`src/rtl/fetch_unit.sv`:
```
// fetch_unit: multicycle-datapath front end owning PC, IR and MDR.
// Converts the controller's single-cycle read intent into a req/ack memory
// transaction, freezes the controller via stall while a read is in flight,
// and returns the opcode of the instruction register.
// Optional build macro: FETCH_ALIGN_CHECK_EN -- misaligned fetches are turned
// into a nop load with a sticky addr_err flag instead of a memory request.
module fetch_unit #(
  parameter int                DATA_W   = 32,
  parameter logic [DATA_W-1:0] RESET_PC = 32'h0040_0000
) (
  input  logic              clk,
  input  logic              rst,
  input  logic              pc_write,
  input  logic              branch_en,
  input  logic              alu_zero,
  input  logic [1:0]        pc_src,
  input  logic [DATA_W-1:0] alu_result,
  input  logic [DATA_W-1:0] alu_out,
  input  logic              ior_d,
  input  logic              ir_write,
  input  logic              md_read,
  input  logic [DATA_W-1:0] mem_rdata,
  input  logic              mem_ack,
  output logic              mem_req,
  output logic [DATA_W-1:0] mem_addr,
  output logic [DATA_W-1:0] pc,
  output logic [DATA_W-1:0] instr,
  output logic [5:0]        opcode,
  output logic [DATA_W-1:0] mdr,
  output logic              stall,
  output logic              addr_err
);

  typedef enum logic [1:0] {
    ST_IDLE = 2'd0,
    ST_WAIT = 2'd1,
    ST_HOLD = 2'd2
  } state_t;

  state_t            state_q;
  logic              mem_req_q;
  logic [DATA_W-1:0] mem_addr_q;
  logic [DATA_W-1:0] pc_q;
  logic [DATA_W-1:0] pc_d;
  logic [DATA_W-1:0] instr_q;
  logic [DATA_W-1:0] mdr_q;
  logic              dest_ir_q;

  logic              req;
  logic              pc_en;
  logic              misalign_fetch;
  logic [DATA_W-1:0] sel_addr;
  logic [DATA_W-1:0] aligned_addr;
  logic [DATA_W-1:0] jump_target;

  // Any read intent from the controller; ir_write takes priority for the
  // destination choice when both are raised together.
  assign req = ir_write | md_read;

  // Address source: PC for instruction fetch, alu_out for loads (or for
  // fetches steered through ior_d). Memory is word addressed, so the two
  // low bits are cleared here and only here; the PC itself keeps them.
  assign sel_addr     = ior_d ? alu_out : pc_q;
  assign aligned_addr = sel_addr & {{(DATA_W-2){1'b1}}, 2'b00};

  // The controller must not advance while a request is being accepted or is
  // in flight. HOLD deliberately releases the stall so the controller can
  // move on while requests are still presented (they are ignored there).
  assign stall = ((state_q == ST_IDLE) & req) | (state_q == ST_WAIT);

  // PC writes are suppressed while stalled so the fetch address cannot move
  // underneath an outstanding request; the update lands in HOLD instead.
  assign pc_en = (pc_write | (branch_en & alu_zero)) & ~stall;

  assign jump_target = {pc_q[DATA_W-1:DATA_W-4], instr_q[25:0], 2'b00};

`ifdef FETCH_ALIGN_CHECK_EN
  // Only genuine PC-based fetches are checked; data reads keep dropping
  // their low address bits.
  assign misalign_fetch = ir_write & ~ior_d & (pc_q[1:0] != 2'b00);
`else
  assign misalign_fetch = 1'b0;
`endif

  // Next-PC selection; pc_src = 11 holds the current value.
  always_comb begin
    pc_d = pc_q;
    case (pc_src)
      2'b00:   pc_d = alu_result;
      2'b01:   pc_d = alu_out;
      2'b10:   pc_d = jump_target;
      default: pc_d = pc_q;
    endcase
  end

  // Program counter register.
  always_ff @(posedge clk) begin
    if (rst) begin
      pc_q <= RESET_PC;
    end else if (pc_en) begin
      pc_q <= pc_d;
    end
  end

  // Transaction FSM with registered request, address and load destinations.
  // A reset in WAIT simply returns to IDLE with mem_req low, so any ack
  // that arrives afterwards is outside WAIT and is dropped.
  always_ff @(posedge clk) begin
    if (rst) begin
      state_q    <= ST_IDLE;
      mem_req_q  <= 1'b0;
      mem_addr_q <= '0;
      instr_q    <= '0;
      mdr_q      <= '0;
      dest_ir_q  <= 1'b0;
    end else begin
      case (state_q)
        ST_IDLE: begin
          if (req) begin
            dest_ir_q <= ir_write;
            if (misalign_fetch) begin
              // Replace the bad fetch with a nop and skip the memory.
              instr_q <= '0;
              state_q <= ST_HOLD;
            end else begin
              mem_addr_q <= aligned_addr;
              mem_req_q  <= 1'b1;
              state_q    <= ST_WAIT;
            end
          end
        end
        ST_WAIT: begin
          if (mem_ack) begin
            if (dest_ir_q) begin
              instr_q <= mem_rdata;
            end else begin
              mdr_q <= mem_rdata;
            end
            mem_req_q <= 1'b0;
            state_q   <= ST_HOLD;
          end
        end
        ST_HOLD: begin
          // Controller still shows the same state this cycle; ignore it.
          state_q <= ST_IDLE;
        end
        default: begin
          state_q   <= ST_IDLE;
          mem_req_q <= 1'b0;
        end
      endcase
    end
  end

`ifdef FETCH_ALIGN_CHECK_EN
  logic addr_err_q;

  // Sticky misaligned-fetch flag, cleared only by reset.
  always_ff @(posedge clk) begin
    if (rst) begin
      addr_err_q <= 1'b0;
    end else if ((state_q == ST_IDLE) & req & misalign_fetch) begin
      addr_err_q <= 1'b1;
    end
  end

  assign addr_err = addr_err_q;
`else
  assign addr_err = 1'b0;
`endif

  assign mem_req  = mem_req_q;
  assign mem_addr = mem_addr_q;
  assign pc       = pc_q;
  assign instr    = instr_q;
  assign opcode   = instr_q[DATA_W-1:DATA_W-6];
  assign mdr      = mdr_q;

endmodule

```
`config.mk`:
```
export PLATFORM = sky130hd
export DESIGN_NAME = fetch_unit
export DESIGN_NICKNAME = d
export VERILOG_FILES = /design/src/rtl/fetch_unit.sv
export SDC_FILE = /design/constraint.sdc
export NUM_CORES = 1
export LEC_CHECK = 0
export CELL_PAD_IN_SITES_DETAIL_PLACEMENT = 1
export CELL_PAD_IN_SITES_GLOBAL_PLACEMENT = 2
export CORE_MARGIN = 8
export CORE_UTILIZATION = 37
export DETAILED_ROUTE_END_ITERATION = 10
export DONT_BUFFER_PORTS = 1
export PLACE_DENSITY_LB_ADDON = 0.1
export SLEW_MARGIN = 20
export SYNTH_ARGS = -nofsm -noshare
export SYNTH_HDL_FRONTEND = slang
export SYNTH_SLANG_ARGS = --single-unit
```
`constraint.sdc`:
```
create_clock -name clk -period 4.6 [get_ports clk]
set_clock_uncertainty 0.1 [all_clocks]
set_input_delay 1.38 -clock clk [delete_from_list [all_inputs] [get_ports clk]]
set_output_delay 1.38 -clock clk [all_outputs]
set_load 0.01 [all_outputs]
```
Yosys cells after proc, flatten, opt, wreduce, memory -nomap -nowiden
Index checks and enable logic that the tools add are counted.
Widths: inputs -> output; s select.
Storage, ports and cells
  bits in registers: 130
  input bits: 107
  output and inout bits: 137
Operators by class
  eq/ne operators: 6
  multiplexer cells: 8
  bitwise operators: 10
  reductions and logical operators: 11
Operators by type and width (count)
  $pmux 32 s3: 1
  $mux 32: 1
  $reduce_and 3->1: 4
  $reduce_and 2->1: 3
  $eq 2x1->1 const B: 2
  $eq 2x2->1 const B: 2
  $logic_not 2->1: 2
  $mux 2: 2
  $ne 2x2->1 const B: 2
  $not 1->1: 4
  $pmux 2 s2: 1
  $and 1x1->1: 3
  $or 1x1->1: 3
  $pmux 1 s3: 1
  $reduce_bool 3->1: 1
  $mux 1: 2
  $reduce_bool 2->1: 1

Depth between registers and ports, before layout
  word-level depth: 6
  depth in mapped cells: 7
  depth with buffers taken out: 6

Least setup slack after synthesis
OpenSTA, ideal clock, no wires.
  path kind: in2out
  start: in ir_write
  end: out stall
  data arrival time: 1947 ps
  data required time: 3120 ps
  path slack: 1173 ps
  cell stages on the path: 2
  cell sequence: or3_4 > and2_1
Between the ends
  word-level cells in the longest chain between the ends: 3
RTL lines
  start: declaration: RTL line 20  | input logic ir_write,
  $or 1x1->1: RTL line 58  | assign req = ir_write | md_read;
  $and 1x1->1: RTL line 69  | assign stall = ((state_q == ST_IDLE) & req) | (state_q == ST_WAIT);
  $or 1x1->1: RTL line 69
  end: declaration: RTL line 30  | output logic stall,
No other way between the ends.

Worst setup path after layout
Same ends and word-level chain as after synthesis.

==> run_results.csv <==
group,metric,value,unit
global_routing,antenna_found_initial,0,
cts,insertion_delay,420,ps
drt,via_per_inst,5.55,
yosys,synth_area_per_cell,8.23,um2
yosys,ys_seq_area_frac,0.480,
yosys,syn_area,0.00543,mm2
global_routing,grt_pass1_wl,28.2,mm
sta,final_max_slew_viol_count,0,
drt,routed-via-count,4536,
yosys,synth_seq_cells,130,
cells_and_area,antenna_cells,0,
worst_setup_path,endpoint_kind,"primary output",
yosys,netlist_instances,659,
sta,setup_tns,0,ps
run_status,status,"finished, final reports clean",
worst_setup_path,crit_arrival,1970,ps
worst_setup_path,cp.buffers_inverters,0,
yosys,ys_warn_count,0,
sta,period_share,0.750,
yosys,synthArstFlopShare,0,
place,place.gp.congestion,0.783,
yosys,synth.area.top_cells,"dfxtp_1 (48%), nand2_1 (11%), a21oi_1 (8.5%), mux2i_1 (5.5%), a211oi_1 (4.7%)",
worst_setup_path,crit_path_top_delay_cell,"or3_4",
die,die_w,137,um
worst_setup_path,worstPathMaxFanout,3,
sta,whs,403,ps
drt,finalWirelength,19.0,mm
global_routing,track_usage,0.198,
power_and_ir_drop,irDropWorstVdd,0.240,mV
yosys,yosysTopAreaCell,"dfxtp_1",
global_routing,grt_pass1_vias,4618,
hold_path,holdPathEnd,"mdr[30]",
cts,cts.sinks,130,
cts,tritoncts,"built",
place,portBuffers,0,
cts,cts_hold_buf,0,
die,die_h,137,um
worst_setup_path,path_delay_family,"simple AND/OR/NAND/NOR gates",
yosys,synth_top_area_frac,0.480,
cells_and_area,fin_nets,731,
worst_setup_path,r2r_start,"state_q[0]",
cts,root_buffer,"clkbuf_16",
drt,dr.first_iter.drc_count,249,
yosys,synth_edf_count,0,
die,pin_count,244,
worst_setup_path,rrSetupSlack,2390,ps
worst_setup_path,crit_type,"in -> out",
worst_setup_path,r2r_end,"pc[7]",
worst_setup_path,reg2regPathDepth,4,
yosys,synth_common_cells,"nand2_1 (154), dfxtp_1 (130), a21oi_1 (92), nor2_1 (68), clkbuf_1 (52)",
place,placed_cells,785,
worst_setup_path,path_cells,"or3_4 > and2_1",
cts,clock_path_buffers,2,
cts,cts_post_setup_buffers_inserted,0,
cts,clkTransAtPathRegs,60,ps
hold_path,hold_depth,2,
cells_and_area,drive_above_1_share,0.0664,
power_and_ir_drop,p_total,2.94,mW
sta,fmax,0.290,GHz
cts,htreeDepth,4,
sta,timing.slew.headroom,0.352,
hold_path,min_path_type,"reg -> reg",
die,initial_core_util,0.376,
sta,final_hold_viol_count,0,
yosys,ys_types,29,
yosys,synth_most_common_cell,"nand2_1",
global_routing,grt-ovfl-total,0,
drt,drt-pass1-iter-count,4,
job,max_cap_viol_count,0,
sta,rsz0062_at_grt,"no",
cts,numCtsBuffers,17,
drt,antenna_left,0,
yosys,ys.flop_type,"dfxtp_1",
power_and_ir_drop,p_leak,2.12,nW
sta,worst_pin_slew,972,ps
sta,setup_viol,0,
worst_setup_path,crit_path_start_kind,"input pin",
global_routing,grt_max_degree,131,
die,die_area,0.0188,mm2
drt,wl_per_cell,23.2,um
die,row_count,44,
hold_path,holdCritStartpoint,"mdr[30]",
worst_setup_path,slowest_delay,380,ps
cts,cts_resized,0,
sta,fin_crit,3450,ps
drt,drc,0,
power_and_ir_drop,powerDensity,486,mW/mm2
cells_and_area,syn2layout_area_growth,11.6,%
cells_and_area,fin_cells,817,
place,dp_hpwl,13.7,mm
worst_setup_path,crit_required,3120,ps
die,core-area,0.0144,mm2
## routing by layer
metal,vias up,global-route usage,share of wire
li1,2182,-,-
met1,2176,0.241,0.41
met2,159,0.303,0.46
met3,19,0.0914,0.12
met4,0,0.0646,0.013
met5,-,0,0
## tightest hold or removal path, stage by stage, from the launching register on
cell and delay [ps]:
dfxtp_1 340, nand2_1 60, a21oi_1 50
## cell usage in the layout, fill, tap and decap left out, drive strengths merged
cell      instances
nand2           154
dfxtp           130
a21oi            92
nor2             68
a211oi           34
a22oi            30
mux2i            30
a211o            26
clkbuf           21
inv               6
buf               6
bufinv            5
clkinv            4
ha                4
a221oi            3
conb              3
and2              2
nor2b             2
nor3              2
clkinvlp          2
or3               1
nand3b            1
or2               1
nand2b            1
o31ai             1
o21a              1
a2111oi           1
o21ai             1
a31oi             1
## logic make-up (layout without fill, tap and decap cells)
family | Yosys count | after routing | share of synthesized area
AND/OR/NAND/NOR | 232 | 232 | 0.166
AO/OA/AOI/OAI | 190 | 190 | 0.230
flip-flops | 130 | 130 | 0.480
buffers and inverters | 72 | 44 | 0.0590
multiplexers | 30 | 30 | 0.0554
adder cells (fa/ha/maj) | 4 | 4 | 0.00923
other | 1 | 3 | 0.000691
## state kept, by name (all words and copies together), names as in the netlist
| name | count |
|---|---|
| state_q | 2 |
| instr | 32 |
| pc | 32 |
| mdr | 32 |
| mem_addr | 30 |
| mem_req | 1 |
| dest_ir_q | 1 |
## power breakdown
group | internal, mW | total [mW] | switching, mW
Combinational | 0.0829 | 0.216 | 0.133
Clock | 0.957 | 1.45 | 0.494
Sequential | 1.19 | 1.27 | 0.0837
Total | 2.23 | 2.94 | 0.711
## worst max path at each step
stage / startpoint / end / slack, ps / depth (start not counted)
5_1_grt: ir_write / stall / 1140 / 2
6_report: ir_write / stall / 1150 / 2
4_1_cts: ir_write / stall / 1150 / 2
3_3_place_gp: ir_write / stall / 1160 / 2
2_1_floorplan: ir_write / stall / 1170 / 2
3_5_place_dp: ir_write / stall / 1150 / 2
## area by class of cell
| class | instances | area, um2 |
|---|---|---|
| Clock inverter | 11 | 185 |
| Sequential cell | 130 | 2600 |
| Timing Repair Buffer | 6 | 45.0 |
| Clock buffer | 21 | 440 |
| Inverter | 6 | 22.5 |
| Multi-Input combinational cell | 459 | 2530 |
| Fill cell | 1711 | 8370 |
| Tap cell | 184 | 230 |
## stage by stage
stage	util	cell area (um2)	worst slack (ps)
6_report	0.420	6050	1150
5_1_grt	0.420	6050	1140
4_1_cts	0.419	6050	1150
3_5_place_dp	0.376	5420	1150
3_3_place_gp	0.376	5420	1160
2_1_floorplan	-	5430	1170
Note: power is estimated with default switching activity, not from simulation.
